$ cat config.mk
export PLATFORM = sky130hd
export DESIGN_NAME = tea_sched
export DESIGN_NICKNAME = d
export VERILOG_FILES = /design/src/rtl/tea_pkg.sv /design/src/rtl/tea_round.sv /design/src/rtl/tea_sched.sv
export SDC_FILE = /design/constraint.sdc
export NUM_CORES = 1
export LEC_CHECK = 0
export ABC_AREA = 1
export ABC_CLOCK_PERIOD_IN_PS = 6800
export BUFFER_PORTS_ARGS = -buffer_cell sky130_fd_sc_hd__buf_2
export CORE_ASPECT_RATIO = 0.75
export CORE_MARGIN = 1.5
export CORE_UTILIZATION = 45
export CTS_CLUSTER_DIAMETER = 80
export DETAILED_ROUTE_END_ITERATION = 8
export GPL_TIMING_DRIVEN = 0
export PLACE_DENSITY = 0.8
export SYNTH_ARGS = -nofsm -noshare
export SYNTH_HDL_FRONTEND = slang
export SYNTH_HIERARCHICAL = 1
export SYNTH_SLANG_ARGS = --single-unit
$ cat constraint.sdc
create_clock -name clk -period 6.8 [get_ports clk]
set_clock_uncertainty 0.05 [all_clocks]
set_input_delay 0.34 -clock clk [delete_from_list [all_inputs] [get_ports clk]]
set_output_delay 0.34 -clock clk [all_outputs]
set_load 0.03 [all_outputs]
$ cat src/rtl/tea_pkg.sv
// rtl/tea_pkg.sv - TEA constants, state encoding and round helpers shared by tea_sched (TEA_DECRYPT_EN aware).
package tea_pkg;

  localparam logic [31:0] DELTA      = 32'h9E3779B9;
  localparam int          ROUNDS_DEF = 32;

  typedef enum logic [1:0] {IDLE, RUN, DONE} state_t;

  // Decrypt starts from the sum encrypt would finish with.
  function automatic logic [31:0] dec_sum_init(input int rounds);
    return DELTA * 32'(rounds);
  endfunction

  function automatic logic [31:0] tea_f(input logic [31:0] x, input logic [31:0] sum,
                                        input logic [31:0] ka, input logic [31:0] kb);
    return ((x << 4) + ka) ^ (x + sum) ^ ((x >> 5) + kb);
  endfunction

endpackage

$ cat src/rtl/tea_round.sv
// rtl/tea_round.sv - combinational single TEA round; TEA_DECRYPT_EN adds the inverse round path.
module tea_round
  import tea_pkg::*;
(
  input  logic [31:0]  v0,
  input  logic [31:0]  v1,
  input  logic [31:0]  sum,
  input  logic [127:0] key,
`ifdef TEA_DECRYPT_EN
  input  logic         mode,
`endif
  output logic [31:0]  v0_next,
  output logic [31:0]  v1_next
);

  logic [31:0] k0, k1, k2, k3;
  logic [31:0] enc_v0, enc_v1;

  assign {k3, k2, k1, k0} = key;

  // The second half-round always consumes the freshly updated word.
  assign enc_v0 = v0 + tea_f(v1, sum, k0, k1);
  assign enc_v1 = v1 + tea_f(enc_v0, sum, k2, k3);

`ifdef TEA_DECRYPT_EN
  logic [31:0] dec_v0, dec_v1;

  assign dec_v1  = v1 - tea_f(v0, sum, k2, k3);
  assign dec_v0  = v0 - tea_f(dec_v1, sum, k0, k1);
  assign v0_next = mode ? dec_v0 : enc_v0;
  assign v1_next = mode ? dec_v1 : enc_v1;
`else
  assign v0_next = enc_v0;
  assign v1_next = enc_v1;
`endif

endmodule

$ cat src/rtl/tea_sched.sv
// rtl/tea_sched.sv - two-port round-robin scheduler over one iterative TEA round; TEA_DECRYPT_EN adds req_dec/decrypt.
module tea_sched
  import tea_pkg::*;
#(
  parameter int ROUNDS = ROUNDS_DEF
) (
  input  logic         clk,
  input  logic         rst,
  input  logic [1:0]   req_valid,
  output logic [1:0]   req_ready,
  input  logic [63:0]  req_v0,
  input  logic [63:0]  req_v1,
  input  logic [255:0] req_key,
`ifdef TEA_DECRYPT_EN
  input  logic [1:0]   req_dec,
`endif
  output logic         out_valid,
  input  logic         out_ready,
  output logic [31:0]  out_v0,
  output logic [31:0]  out_v1,
  output logic         out_id
);

  state_t       state, state_n;
  logic         last_grant, grant, id;
  logic [31:0]  v0, v1, sum, v0_n, v1_n;
  logic [127:0] key;
  logic [5:0]   cnt;
`ifdef TEA_DECRYPT_EN
  logic         mode;
`endif

  // Only a contested cycle consults the pointer; a lone requester wins outright.
  assign grant = (&req_valid) ? ~last_grant : req_valid[1];

  tea_round u_round (
    .v0      (v0),
    .v1      (v1),
    .sum     (sum),
    .key     (key),
`ifdef TEA_DECRYPT_EN
    .mode    (mode),
`endif
    .v0_next (v0_n),
    .v1_next (v1_n)
  );

  always_comb begin
    state_n   = state;
    req_ready = 2'b00;
    case (state)
      IDLE: if (req_valid[grant]) begin
        req_ready[grant] = 1'b1;
        state_n          = RUN;
      end
      RUN:  if (cnt == 6'(ROUNDS - 1)) state_n = DONE;
      DONE: if (out_ready) state_n = IDLE;
      default: state_n = IDLE;
    endcase
  end

  always_ff @(posedge clk) begin
    if (rst) begin
      state      <= IDLE;
      last_grant <= 1'b1;
      v0         <= '0;
      v1         <= '0;
      sum        <= '0;
      key        <= '0;
      cnt        <= '0;
      id         <= 1'b0;
`ifdef TEA_DECRYPT_EN
      mode       <= 1'b0;
`endif
    end else begin
      state <= state_n;
      case (state)
        IDLE: if (req_valid[grant]) begin
          v0  <= grant ? req_v0[63:32] : req_v0[31:0];
          v1  <= grant ? req_v1[63:32] : req_v1[31:0];
          key <= grant ? req_key[255:128] : req_key[127:0];
          id  <= grant;
          cnt <= '0;
`ifdef TEA_DECRYPT_EN
          mode <= req_dec[grant];
          sum  <= req_dec[grant] ? dec_sum_init(ROUNDS) : DELTA;
`else
          sum  <= DELTA;
`endif
        end
        RUN: begin
          v0  <= v0_n;
          v1  <= v1_n;
          cnt <= cnt + 6'd1;
`ifdef TEA_DECRYPT_EN
          sum <= mode ? sum - DELTA : sum + DELTA;
`else
          sum <= sum + DELTA;
`endif
        end
        DONE: if (out_ready) last_grant <= id;
        default: ;
      endcase
    end
  end

  // Working registers double as the output registers; they only move in IDLE/RUN.
  assign out_valid = (state == DONE);
  assign out_v0    = v0;
  assign out_v1    = v1;
  assign out_id    = id;

endmodule

==> results.md <==
* RSZ-0062 raised after global routing: yes
* Bufs and invs on worst path at 3
* Register area share after synthesis at a little under a fifth
* Post-synth EDFFs at 0
* Asr flop ratio synth at 0%
* Die Ht at 206.1 um
* Total Routing Usage GR at between 40% and 50%
* Dominant cell type by area after synthesis: dfxtp_1
* Bufs on Longest Clock Path at 3
* WHS Path Cells at 3
* CTS H-tree depth at 1
* Worst slew pin tran at ~1.4 ns
* Hold Slack at -0.01353 ns
* Die area at 56430 um2
* Unique masters post-synth at 61
* Nets@finish at between 5k and 6k
* #FFs+latches synth at approximately 230
* Critical R2R Capture: out_v1[30]$_SDFFE_PP0P_
* Setup-failing EPs final at 16
* Worst skew pair latency at 0.60 ns
* Final hold vios at 1
* Max-slew violations at 0
* # DRC at 0
* Cell Area, Synth at approximately 25000 um2
* Largest net degree at the start of global routing at 14
* Syn Area/Cell at ~6.5 um2
* Initial DRC Count at ~4.7k
* Most instantiated cells after synthesis: nand2_1 (1092), nor2_1 (302), inv_1 (284)
* Clk sinks at roughly 230
* DR WL/cell at 23.31 um
* Area fraction of the dominant cell type after synthesis at a little under a fifth
* Drt first pass iters at 6
* Worst-path clk slew at 0.06 ns
* Cells after Synth at approximately 3.8k
* Hold WC Path Type: primary input to flop
* Minimum clock period after layout at slightly below 8 ns
* CTS tree: done
* Max frequency at 0.1279 GHz
* R2r setup slk at -1.02 ns
* Initial antenna violation count at 7
* Layout cells sized above 1 at between 20 and 30%
* Routed wire length at around 130000 um
* Port Buffers at roughly 460
* Critical Path Fanout Max at 6
* CP Launch Type: flop
* Starting density of the core at ~46%
* Chip width at around 270 um
* CP endpoint kind: flop
* Synth top area cells: dfxtp_1 (19%), nand2_1 (17%), ha_1 (12%)
* Most common cell on crit path: xor2_2
* CP max-delay cell: dfxtp_4
* HP Start: req_key[108]
* Area of the core at roughly 54000 um2
* TritonCTS Buffers at 27
* Syn_nets at 4438
* Outcome: finished, violations left
* Worst EP required at between 7 and 8 ns
* Max_cap viols at 0
* Routed Antenna Nets at 0
* Slowest stage delay, CP at 0.39 ns
* Vias in the first global route at 28.94k
* Slew headroom at around 5.9%
* Count leader, synth: nand2_1
* Delay-heaviest family, CP: simple AND/OR/NAND/NOR gates
* First-pass GRT wire length at 176300 um
* Detail-routed via count per cell at between 5 and 6
* Failing checks: negative hold slack, negative setup slack
* Vias at ~32k
* FF-to-FF path depth at 41
* Top FF cell, synth: dfxtp_1
* Fillers at approximately 4.4k
* RePlAce Congestion at between 1 and 1.5
* Worst Path Arrival at 8.21 ns
* FF-to-FF Start: out_v1[12]$_SDFFE_PP0P_
* Final period util at 115.0%
* YS warnings at 6
* Row count at 74
* Root buf cell: clkbuf_16
* Worst Setup Slack, final at -1.021 ns
* Total gr overflow at 0
* Critical path class: flop to flop
* Area growth syn-to-layout at 44.39%
* Final HPWL DP at between 90000 and 100000 um
* # IOs at 457
* Hold endpoint: key[108]$_SDFFE_PP0P_
## cell type report
type	instances	area (um2)	area share, %
antenna	5	12.51	0.03501
buffer	113	538.0	1.506
clock buffer	37	783.3	2.192
clock inverter	10	120.1	0.3361
inverter	298	1120	3.134
multi-input combinational	3149	21490	60.14
sequential	234	4806	13.45
tap	722	903.4	2.528
timing repair buffer	848	5959	16.68
## placed cells by master, fill, tap and decap left out, drive strengths merged, types with 47 or more instances in the layout
| cell type | count |
|---|---|
| a21oi | 295 |
| a31oi | 200 |
| buf | 663 |
| clkbuf | 77 |
| dfxtp | 234 |
| dlygate4sd3 | 258 |
| ha | 247 |
| inv | 298 |
| nand2 | 1124 |
| nand3 | 154 |
| nor2 | 309 |
| o21ai | 186 |
| o21bai | 47 |
| xnor2 | 124 |
| xor2 | 202 |
## metal layers
layer | part of all wire, % | vias to the layer above | global-route usage [%]
li1 | - | 14550 | -
met1 | 39 | 14930 | 56.92
met2 | 40 | 2457 | 59.15
met3 | 15 | 479 | 13.08
met4 | 5.4 | 6 | 18.37
met5 | 0.039 | - | 0
## state kept, by name, indices dropped and copies added (netlist names)
| name | count |
|---|---|
| key | 128 |
| out_v0 | 32 |
| out_v1 | 32 |
| sum | 32 |
| cnt | 6 |
| state | 2 |
| last_grant | 1 |
| out_id | 1 |
## worst max path at each step
stage | from | to | slack, ns | cells past startpoint
after CTS | out_v1[5]$_SDFFE_PP0P_ | out_v1[31]$_SDFFE_PP0P_ | -0.60 | 42
after global routing | out_v1[5]$_SDFFE_PP0P_ | out_v1[31]$_SDFFE_PP0P_ | -1.16 | 43
after detailed placement | sum[0]$_SDFFE_PP0P_ | out_v1[31]$_SDFFE_PP0P_ | -2.43 | 40
final | out_v1[12]$_SDFFE_PP0P_ | out_v1[30]$_SDFFE_PP0P_ | -1.02 | 41
after global placement | sum[0]$_SDFFE_PP0P_ | out_v1[31]$_SDFFE_PP0P_ | -2.52 | 40
after floorplan | out_v1[15]$_SDFFE_PP0P_ | out_v1[31]$_SDFFE_PP0P_ | 0.007 | 43
## worst reg2reg max path: cells and delay by family, from the launching register on
kind                       cells  cell delay (ns)
and+or+nand+nor               15             2.16
adders and majority gates      4             1.07
AOI/OAI and AO/OA             12             1.95
buffers and inverters          3             0.46
xor gates and xnor gates       7             1.57
DFF                            1             0.39
## stage by stage
stage / cell area [um2] / cells / util, % / worst slack [ns] / setup TNS (ns)
2_1_floorplan: 24780 / 3794 / - / 0.007196 / 0
3_3_place_gp: 27960 / 4971 / 51.45 / -2.515 / -32.78
3_5_place_dp: 27960 / 4971 / 51.45 / -2.434 / -33.08
4_1_cts: 34140 / 5365 / 62.82 / -0.5957 / -5.201
5_1_grt: 35730 / 5412 / 65.73 / -1.164 / -11.44
6_report: 35740 / 5416 / 65.75 / -1.021 / -10.02
## cells by family after synthesis
logic type                 Yosys count  synth area share, %
and+or+nand+nor                   1713                28.58
xor gates and xnor gates           328                11.78
DFF                                234                18.93
buffers and inverters              411                6.693
adders and majority gates          255                13.13
AOI/OAI and AO/OA                  853                20.88
## timing repair
action / CTS / global route
hold endpoints to repair: 141 / 0
resized for setup: 382 / 247
setup endpoints to repair: 25 / 23
setup buffers: 89 / 49
pin swaps: 133 / 100
hold buffers: 258 / 0
Power is not shown: default switching activity piles up to over one toggle a cycle in this logic, so the estimate is an artifact.
